[src/rtl/hyperram_arb_pkg.sv]
// Shared state type and round-robin select function for the HyperRAM request arbiter.
// The function walks at most MaxPorts requesters, which is the widest arbiter supported.
package hyperram_arb_pkg;

    localparam int MaxPorts = 8;

    typedef enum logic [1:0] {
        IDLE   = 2'd0,
        ISSUE  = 2'd1,
        ACTIVE = 2'd2
    } arb_state_e;

    function automatic logic [MaxPorts-1:0] rr_pick(input logic [MaxPorts-1:0] req,
                                                    input logic [2:0]          ptr,
                                                    input int                  ports);
        logic [MaxPorts-1:0] pick;
        logic [3:0]          idx;
        pick = '0;
        // Walk downward so the requester closest above the pointer is written last and wins.
        for (int k = MaxPorts - 1; k >= 0; k--) begin
            idx = {1'b0, ptr} + 4'(k);
            if (idx >= 4'(ports)) begin
                idx = idx - 4'(ports);
            end
            if ((k < ports) && req[idx[2:0]]) begin
                pick            = '0;
                pick[idx[2:0]]  = 1'b1;
            end
        end
        return pick;
    endfunction

endpackage

[src/rtl/hyperram_rr_picker.sv]
// Combinational requester select: round-robin upward from ptr with wrap modulo Ports.
// With HYPERRAM_ARB_FIXED_PRIO_EN defined, port 0 wins whenever it is requesting.
module hyperram_rr_picker
    import hyperram_arb_pkg::*;
#(
    parameter  int Ports = 2,
    localparam int PtrW  = $clog2(Ports)
) (
    input  logic [Ports-1:0] req,
    input  logic [PtrW-1:0]  ptr,
    output logic [Ports-1:0] pick
);

    logic [MaxPorts-1:0] req_ext;
    logic [MaxPorts-1:0] pick_ext;
    logic                unused_pick_hi;

    always_comb begin
        req_ext             = '0;
        req_ext[Ports-1:0]  = req;
`ifdef HYPERRAM_ARB_FIXED_PRIO_EN
        if (req[0]) begin
            pick_ext    = '0;
            pick_ext[0] = 1'b1;
        end else begin
            pick_ext = rr_pick(req_ext, 3'(ptr), Ports);
        end
`else
        pick_ext = rr_pick(req_ext, 3'(ptr), Ports);
`endif
    end

    assign pick           = pick_ext[Ports-1:0];
    assign unused_pick_hi = ^pick_ext;

endmodule

[src/rtl/hyperram_request_arbiter.sv]
// Shares one RetroHyperRAM controller among Ports requesters, one whole burst per grant.
// Optional build macro: HYPERRAM_ARB_FIXED_PRIO_EN (port 0 wins whenever it requests).
//
//  state  | meaning
//  IDLE   | no burst; arbitrate and latch the winner's command
//  ISSUE  | TgtReq high with latched command, waiting for TgtAck
//  ACTIVE | burst running; beats and completion routed to the granted port
module hyperram_request_arbiter
    import hyperram_arb_pkg::*;
#(
    parameter int Ports           = 2,
    parameter int AddressBusWidth = 16,
    parameter int DataBusWidth    = 8,
    parameter int BurstWidth      = 7
) (
    input  logic                                      Clk,
    input  logic                                      nReset,
    input  logic [Ports-1:0]                          Req,
    input  logic [Ports-1:0]                          Write,
    input  logic [Ports-1:0][AddressBusWidth-1:0]     Address,
    input  logic [Ports-1:0][BurstWidth-1:0]          BurstLen,
    input  logic [Ports-1:0][DataBusWidth-1:0]        WData,
    output logic [Ports-1:0]                          Ack,
    output logic [Ports-1:0]                          WTake,
    output logic [Ports-1:0]                          RValid,
    output logic [DataBusWidth-1:0]                   RData,
    output logic [Ports-1:0]                          Done,
    output logic                                      TgtReq,
    output logic                                      TgtWrite,
    output logic [AddressBusWidth-1:0]                TgtAddress,
    output logic [BurstWidth-1:0]                     TgtBurstLen,
    input  logic                                      TgtAck,
    output logic [DataBusWidth-1:0]                   TgtWData,
    input  logic                                      TgtWTake,
    input  logic                                      TgtRValid,
    input  logic [DataBusWidth-1:0]                   TgtRData,
    input  logic                                      TgtDone
);

    localparam int PtrW = $clog2(Ports);

    arb_state_e      state, state_nxt;
    logic [PtrW-1:0] grant, rr_ptr, win_idx;
    logic [Ports-1:0] pick;
    logic            done_pend, load, set_pend, finish;

    hyperram_rr_picker #(.Ports(Ports)) u_picker (
        .req  (Req),
        .ptr  (rr_ptr),
        .pick (pick)
    );

    always_comb begin
        win_idx = '0;
        for (int i = 0; i < Ports; i++) begin
            if (pick[i]) win_idx = PtrW'(i);
        end
    end

    always_ff @(posedge Clk or negedge nReset) begin
        if (!nReset) begin
            state       <= IDLE;
            grant       <= '0;
            rr_ptr      <= '0;
            done_pend   <= 1'b0;
            TgtWrite    <= 1'b0;
            TgtAddress  <= '0;
            TgtBurstLen <= '0;
        end else begin
            state <= state_nxt;
            if (load) begin
                grant       <= win_idx;
                TgtWrite    <= Write[win_idx];
                TgtAddress  <= Address[win_idx];
                TgtBurstLen <= BurstLen[win_idx];
            end
            if (set_pend) begin
                done_pend <= 1'b1;
            end else if (finish) begin
                done_pend <= 1'b0;
            end
            if (finish) begin
                rr_ptr <= (grant == PtrW'(Ports - 1)) ? '0 : grant + 1'b1;
            end
        end
    end

    always_comb begin
        state_nxt = state;
        load      = 1'b0;
        set_pend  = 1'b0;
        finish    = 1'b0;
        TgtReq    = 1'b0;
        TgtWData  = '0;
        RData     = '0;
        Ack       = '0;
        WTake     = '0;
        RValid    = '0;
        Done      = '0;
        unique case (state)
            IDLE: begin
                if (|Req) begin
                    load      = 1'b1;
                    state_nxt = ISSUE;
                end
            end
            ISSUE: begin
                TgtReq = 1'b1;
                if (TgtAck) begin
                    Ack[grant] = 1'b1;
                    // A zero-length target may finish with the accept; report Done one cycle later.
                    set_pend   = TgtDone;
                    state_nxt  = ACTIVE;
                end
            end
            ACTIVE: begin
                TgtWData      = WData[grant];
                WTake[grant]  = TgtWTake;
                RValid[grant] = TgtRValid;
                if (TgtRValid) RData = TgtRData;
                if (TgtDone || done_pend) begin
                    Done[grant] = 1'b1;
                    finish      = 1'b1;
                    state_nxt   = IDLE;
                end
            end
            default: state_nxt = IDLE;
        endcase
    end

    // Requesters hold Req until their Ack; the latched command relies on it.
    a_req_held: assert property (@(posedge Clk) disable iff (!nReset)
                                 (state == ISSUE) |-> Req[grant]);

endmodule

[config.mk]
export PLATFORM = sky130hd
export DESIGN_NAME = hyperram_request_arbiter
export DESIGN_NICKNAME = d
export VERILOG_FILES = /design/src/rtl/hyperram_arb_pkg.sv /design/src/rtl/hyperram_rr_picker.sv /design/src/rtl/hyperram_request_arbiter.sv
export SDC_FILE = /design/constraint.sdc
export NUM_CORES = 1
export LEC_CHECK = 0
export ABC_AREA = 1
export BUFFER_PORTS_ARGS = -buffer_cell sky130_fd_sc_hd__buf_2
export CORE_MARGIN = 1.5
export CORE_UTILIZATION = 37
export DETAILED_ROUTE_END_ITERATION = 8
export HOLD_SLACK_MARGIN = 0.15
export MAX_ROUTING_LAYER = met4
export PLACE_DENSITY = 0.83
export SYNTH_ARGS = -nofsm -noshare
export SYNTH_HDL_FRONTEND = slang
export SYNTH_SLANG_ARGS = --single-unit
[constraint.sdc]
create_clock -name Clk -period 1.1 [get_ports Clk]
set_clock_uncertainty 0.1 [all_clocks]
set_input_delay 0.11 -clock Clk [delete_from_list [all_inputs] [get_ports Clk]]
set_output_delay 0.11 -clock Clk [all_outputs]
set_load 0.1 [all_outputs]
Word level (Yosys, flattened, before mapping)
Cells that the tools add are included.

storage, ports and cells
  bits in registers = 29
  input bits = 80
  output and inout bits = 49
  logic and storage cells = 81

cells by class
  add/subtract/negate cells = 4
  magnitude comparators = 9
  equality and inequality tests = 5
  multiplexer cells = 46
  bitwise logic cells = 2
  reductions and logical operators = 8

operator list
  kind                                                               count
  two-way mux 8 bit                                                  5
  two-way mux 16 bit                                                 2
  two-way mux 2 bit                                                  11
  two-way mux 1 bit                                                  18
  two-way mux 7 bit                                                  2
  less-than comparator 3 x 4 -> 1 bit, second input constant         2
  binary-select mux 1 bit (select 3 bit)                             2
  demux 1 bit (select 3 bit)                                         2
  greater-or-equal comparator 3 x 1 -> 1 bit, second input constant  2
  two-way mux 3 bit                                                  2
  != test 2 bit, second input constant                               3
  case mux 2 bit (3 select lines)                                    1
  bitwise AND 2 bit                                                  2
  greater-or-equal comparator 4 x 2 -> 1 bit, second input constant  1
  less-than comparator 1 x 2 -> 1 bit, second input constant         2
  logical AND 1 bit                                                  3
  AND reduction 3 bit                                                1
  subtractor 1 x 2 -> 3 bit, second input constant                   1
  subtractor 3 x 2 -> 3 bit, second input constant                   1
  adder 1 x 1 -> 2 bit, second input constant                        1
  equality test 2 x 1 -> 1 bit, second input constant                1
  equality test 2 bit, second input constant                         1
  greater-or-equal comparator 1 x 2 -> 1 bit, second input constant  1
  zero test 2 bit                                                    1
  other kinds (6)                                                    6

Longest topological paths before layout
  depth after elaboration = 12
  gate-level depth with buffers = 7
  mapped depth without buffers = 6

Modules after synthesis
Synthesis repeated with hierarchy kept, for this count alone.

second synthesis, totals
  cell total of the unflattened synthesis = 273
  area total of the unflattened synthesis = 1734.2 um^2

by module, submodules not included
  module                    times used  cells each  area each (um^2)  sequential area each (um^2)
  hyperram_request_arbiter  1           269         1706.6            725.7
  hyperram_rr_picker        1           4           27.5              0.0

Least setup slack after synthesis
Ideal clock, no wire load.

  path kind = register to output
  from = register state[1]
  to = output port Ack[0]
  arrival time = 3249 ps
  slack = -2359 ps
  cell stages (with the launch flop) = 4
  cells stage by stage = dfrtp_1 > nor2_1 > nand2_1 > nor2_1

between the ends
  longest elaborated chain between the ends = 2

ends and longest elaborated chain
  item                          line                             text
  from (decl)                   hyperram_request_arbiter.sv:42   arb_state_e state, state_nxt;
  from (signal assigned)        hyperram_request_arbiter.sv:70   state <= state_nxt;
  equality test 2 x 1 -> 1 bit  hyperram_request_arbiter.sv:100  unique case (state)
  two-way mux 2 bit             hyperram_request_arbiter.sv:100
  to (decl)                     hyperram_request_arbiter.sv:23   output logic [Ports-1:0] Ack,

No other way between the ends.

Worst setup path in the final report
  from = register state[0]
  to = output port RValid[1]

between the ends
  longest elaborated chain between the ends = 2

ends and longest elaborated chain
  item                 line                             text
  equality test 2 bit  hyperram_request_arbiter.sv:100
  two-way mux 2 bit    hyperram_request_arbiter.sv:100
  to (decl)            hyperram_request_arbiter.sv:25   output logic [Ports-1:0] RValid,

No other way between the ends.

==> flow_summary.json <==
{
  "failed_checks": "setup timing",
  "syn_area_sq_um": 1850,
  "max_freq_mhz": 563,
  "post-route-period-util_pct": 162,
  "sw_frac_of_total_pct": 56.8,
  "drc": 0,
  "rr_worst_depth": 6,
  "worst_slack_ns": -0.678,
  "crit_type": "flip-flop to output pin",
  "synth_fp_nets": 368,
  "syn_to_final_growth_pct": 141,
  "finalSetupViolCount": 74,
  "peakVddDrop_mv": 3.21,
  "clkTransAtPathRegs_ns": 0.06,
  "dr.pass1.iters": 5,
  "layout_common_cells": "99 x nand2_1, 79 x buf_2, 54 x buf_12, 51 x dlygate4sd3_1, 50 x inv_1",
  "viasPerCell": 5.51,
  "dp_slack_ns": -0.309,
  "hold_path.class": "input port to flip-flop",
  "synth_warnings": 0,
  "synth-seq-area-share_pct": 39.2,
  "fill_cells": 163,
  "clock_sinks": 29,
  "cp-end-kind": "output pin",
  "seqPwrFrac_pct": 16.3,
  "crit_slowest_cell": "dfrtp_1",
  "cts_tree": "built",
  "rows": 25,
  "cp_data_arrival_time_ns": 1.57,
  "numCtsBuffers": 5,
  "initial_utilization_pct": 38.7,
  "core_sq_um": 4790,
  "finalCriticalPeriod_ns": 1.78,
  "io_pins": 129,
  "final_common_cell": "nand2_1",
  "cellInternalPower_mw": 6.26,
  "rsz0062_at_grt": "true",
  "fin_nets": 570,
  "combPwrFrac_pct": 75.3,
  "crit_path_max_incr_delay_ns": 0.45,
  "drv_slew": 0,
  "grt_max_degree": 30,
  "status": "finished with violations",
  "antenna_left": 0,
  "grt_util_all_layers_pct": 40.8,
  "port_buffers": 128,
  "diodes": 0,
  "grt_overflow": 0,
  "required_ns": 0.89,
  "antenna_found_initial": 0,
  "drt-initial-drc-count": 270,
  "p_clk_share_pct": 8.3,
  "startpoint_type": "flip-flop",
  "p_per_area_nw_per_um2": 3240,
  "gp_congestion": 0.805,
  "layout.cells.non_filler": 558,
  "drive_gt1_share_pct": 47.7,
  "slew_headroom_pct": 73.9,
  "die_h_um": 73.7,
  "cp_cell_sequence": "nor2_4, buf_4, nand2_2, nor2_4, buf_12",
  "insertion_delay_ns": 0.29,
  "die_area_sq_um": 5440,
  "cts_buffer_depth": 2,
  "wirelength_um": 11600,
  "hold_depth": 4,
  "drv_cap": 0,
  "fin_total_pwr_mw": 14.5,
  "cts-root-buf": "clkbuf_8",
  "whs_ns": 0.270,
  "fin_util_pct": 93.3,
  "syn_avg_cell_area_sq_um": 6.43,
  "seqCellArea_sq_um": 757,
  "switchingPower_mw": 8.22,
  "grt_pass1_vias": 3179,
  "power_leakage_nw": 2.27,
  "die_w_um": 73.7,
  "tightest_slew_ns": 0.392,
  "grt_pass1_wl_um": 15600,
  "crit_top_cell": "nor2_4",
  "crit_buf_inv": 2,
  "cp_top_family": "simple AND/OR/NAND/NOR gates",
  "cp_max_fo": 2,
  "synth.distinct_cells": 19,
  "hold_viol_final": 0,
  "htreeDepth": 2,
  "path_depth": 5,
  "wl_per_cell_um": 20.7,
  "syn_inst": 288,
  "dpl.cell_count": 487,
  "synth_seq_cells": 29,
  "dp_hpwl_um": 5640,
  "multiInputGateArea_sq_um": 1080,
  "vias": 3073
}
==> metal layers <==
layer	part of all wire [%]	GRT usage, %	up-vias
met5	0	-	-
met4	7.3	28.6	0
met3	9.2	10.8	92
met2	52	71.7	300
met1	31	38.2	1416
li1	-	-	1265
==> stage by stage <==
step           setup TNS [ns]  cell area, sq um
5_1_grt                -26.98              4460
3_3_place_gp            -8.80              3690
2_1_floorplan          -15.05              2170
6_report               -24.53              4460
4_1_cts                -18.09              4380
3_5_place_dp           -10.70              3690
==> tightest hold or removal path: stages <==
cell and delay (ns):
buf_2 0.14, nand2_2 0.13, buf_12 0.15, o21ai_1 0.08
==> cells by family (layout without fill, tap and decap cells) <==
| group | after synthesis | after routing | share of synthesized area (%) |
|---|---|---|---|
| compound gates | 12 | 12 | 3.38 |
| simple gates | 176 | 176 | 40.8 |
| buf+inv | 71 | 274 | 16.6 |
| flops | 29 | 29 | 39.2 |
==> timing repair <==
item / 4_1_cts / 5_1_grt
pin swaps: 6 / 5
setup endpoints to repair: 66 / 78
endpoints found under the hold margin: 56 / 0
gates resized for setup: 11 / 8
setup buffers: 3 / 10
hold buffers: 51 / 0
==> path summary, 6_finish.rpt <==
kind	startpoint	to	slack, ns
max in group asynchronous	nReset	TgtAddress[12]	0.24
worst max register to register	state[0]	TgtAddress[5]	-0.39
min in group asynchronous	nReset	TgtAddress[3]	0.34
worst max-delay path	state[0]	RValid[1]	-0.68
worst min register to register	TgtAddress[12]	TgtAddress[12]	0.43
worst min-delay path	Req[1]	grant	0.27
==> Yosys cell counts <==
cell        n  area (sq um)
nand2_1   104           390
inv_1      54           203
nand3_1    49           245
dfrtp_1    29           726
nor2_1     16          60.1
a21oi_1     8          40.0
buf_4       5          37.5
clkbuf_1    5          18.8
buf_2       4          20.0
buf_6       2          22.5
nand2_2     2          12.5
nor3_1      2          10.0
o21ai_0     2          10.0
inv_4       1          6.26
nor2_4      1          11.3
nor2_8      1          20.0
o21ai_1     1          5.00
o31ai_1     1          7.51
or2_2       1          6.26
==> power by group through the flow <==
| stage | Sequential [mW] | Clock, mW | Combinational, mW |
|---|---|---|---|
| after floorplan | 5.21 | 0 | 3.22 |
| after global placement | 2.25 | 0 | 9.64 |
| after detailed placement | 2.27 | 0 | 9.85 |
| after global routing | 2.40 | 1.24 | 11.2 |
| after CTS | 2.28 | 1.16 | 10.2 |
| final | 2.37 | 1.20 | 10.9 |
==> flip-flops by register name, indices dropped and copies added (netlist names) <==
register / flops
TgtAddress: 16
TgtBurstLen: 7
TgtWrite: 1
done_pend: 1
grant: 1
rr_ptr: 1
state: 2
==> layout make-up <==
class                   instances  share of cell area [%]
repair buffers                211                    49.5
multi-input cells             188                    24.2
flip-flops and latches         29                    17.0
inverters                      55                    4.90
clock buffers                   7                    1.93
well taps                      67                    1.88
clock inverters                 1                   0.673
Note: power is estimated with default switching activity, not from simulation.
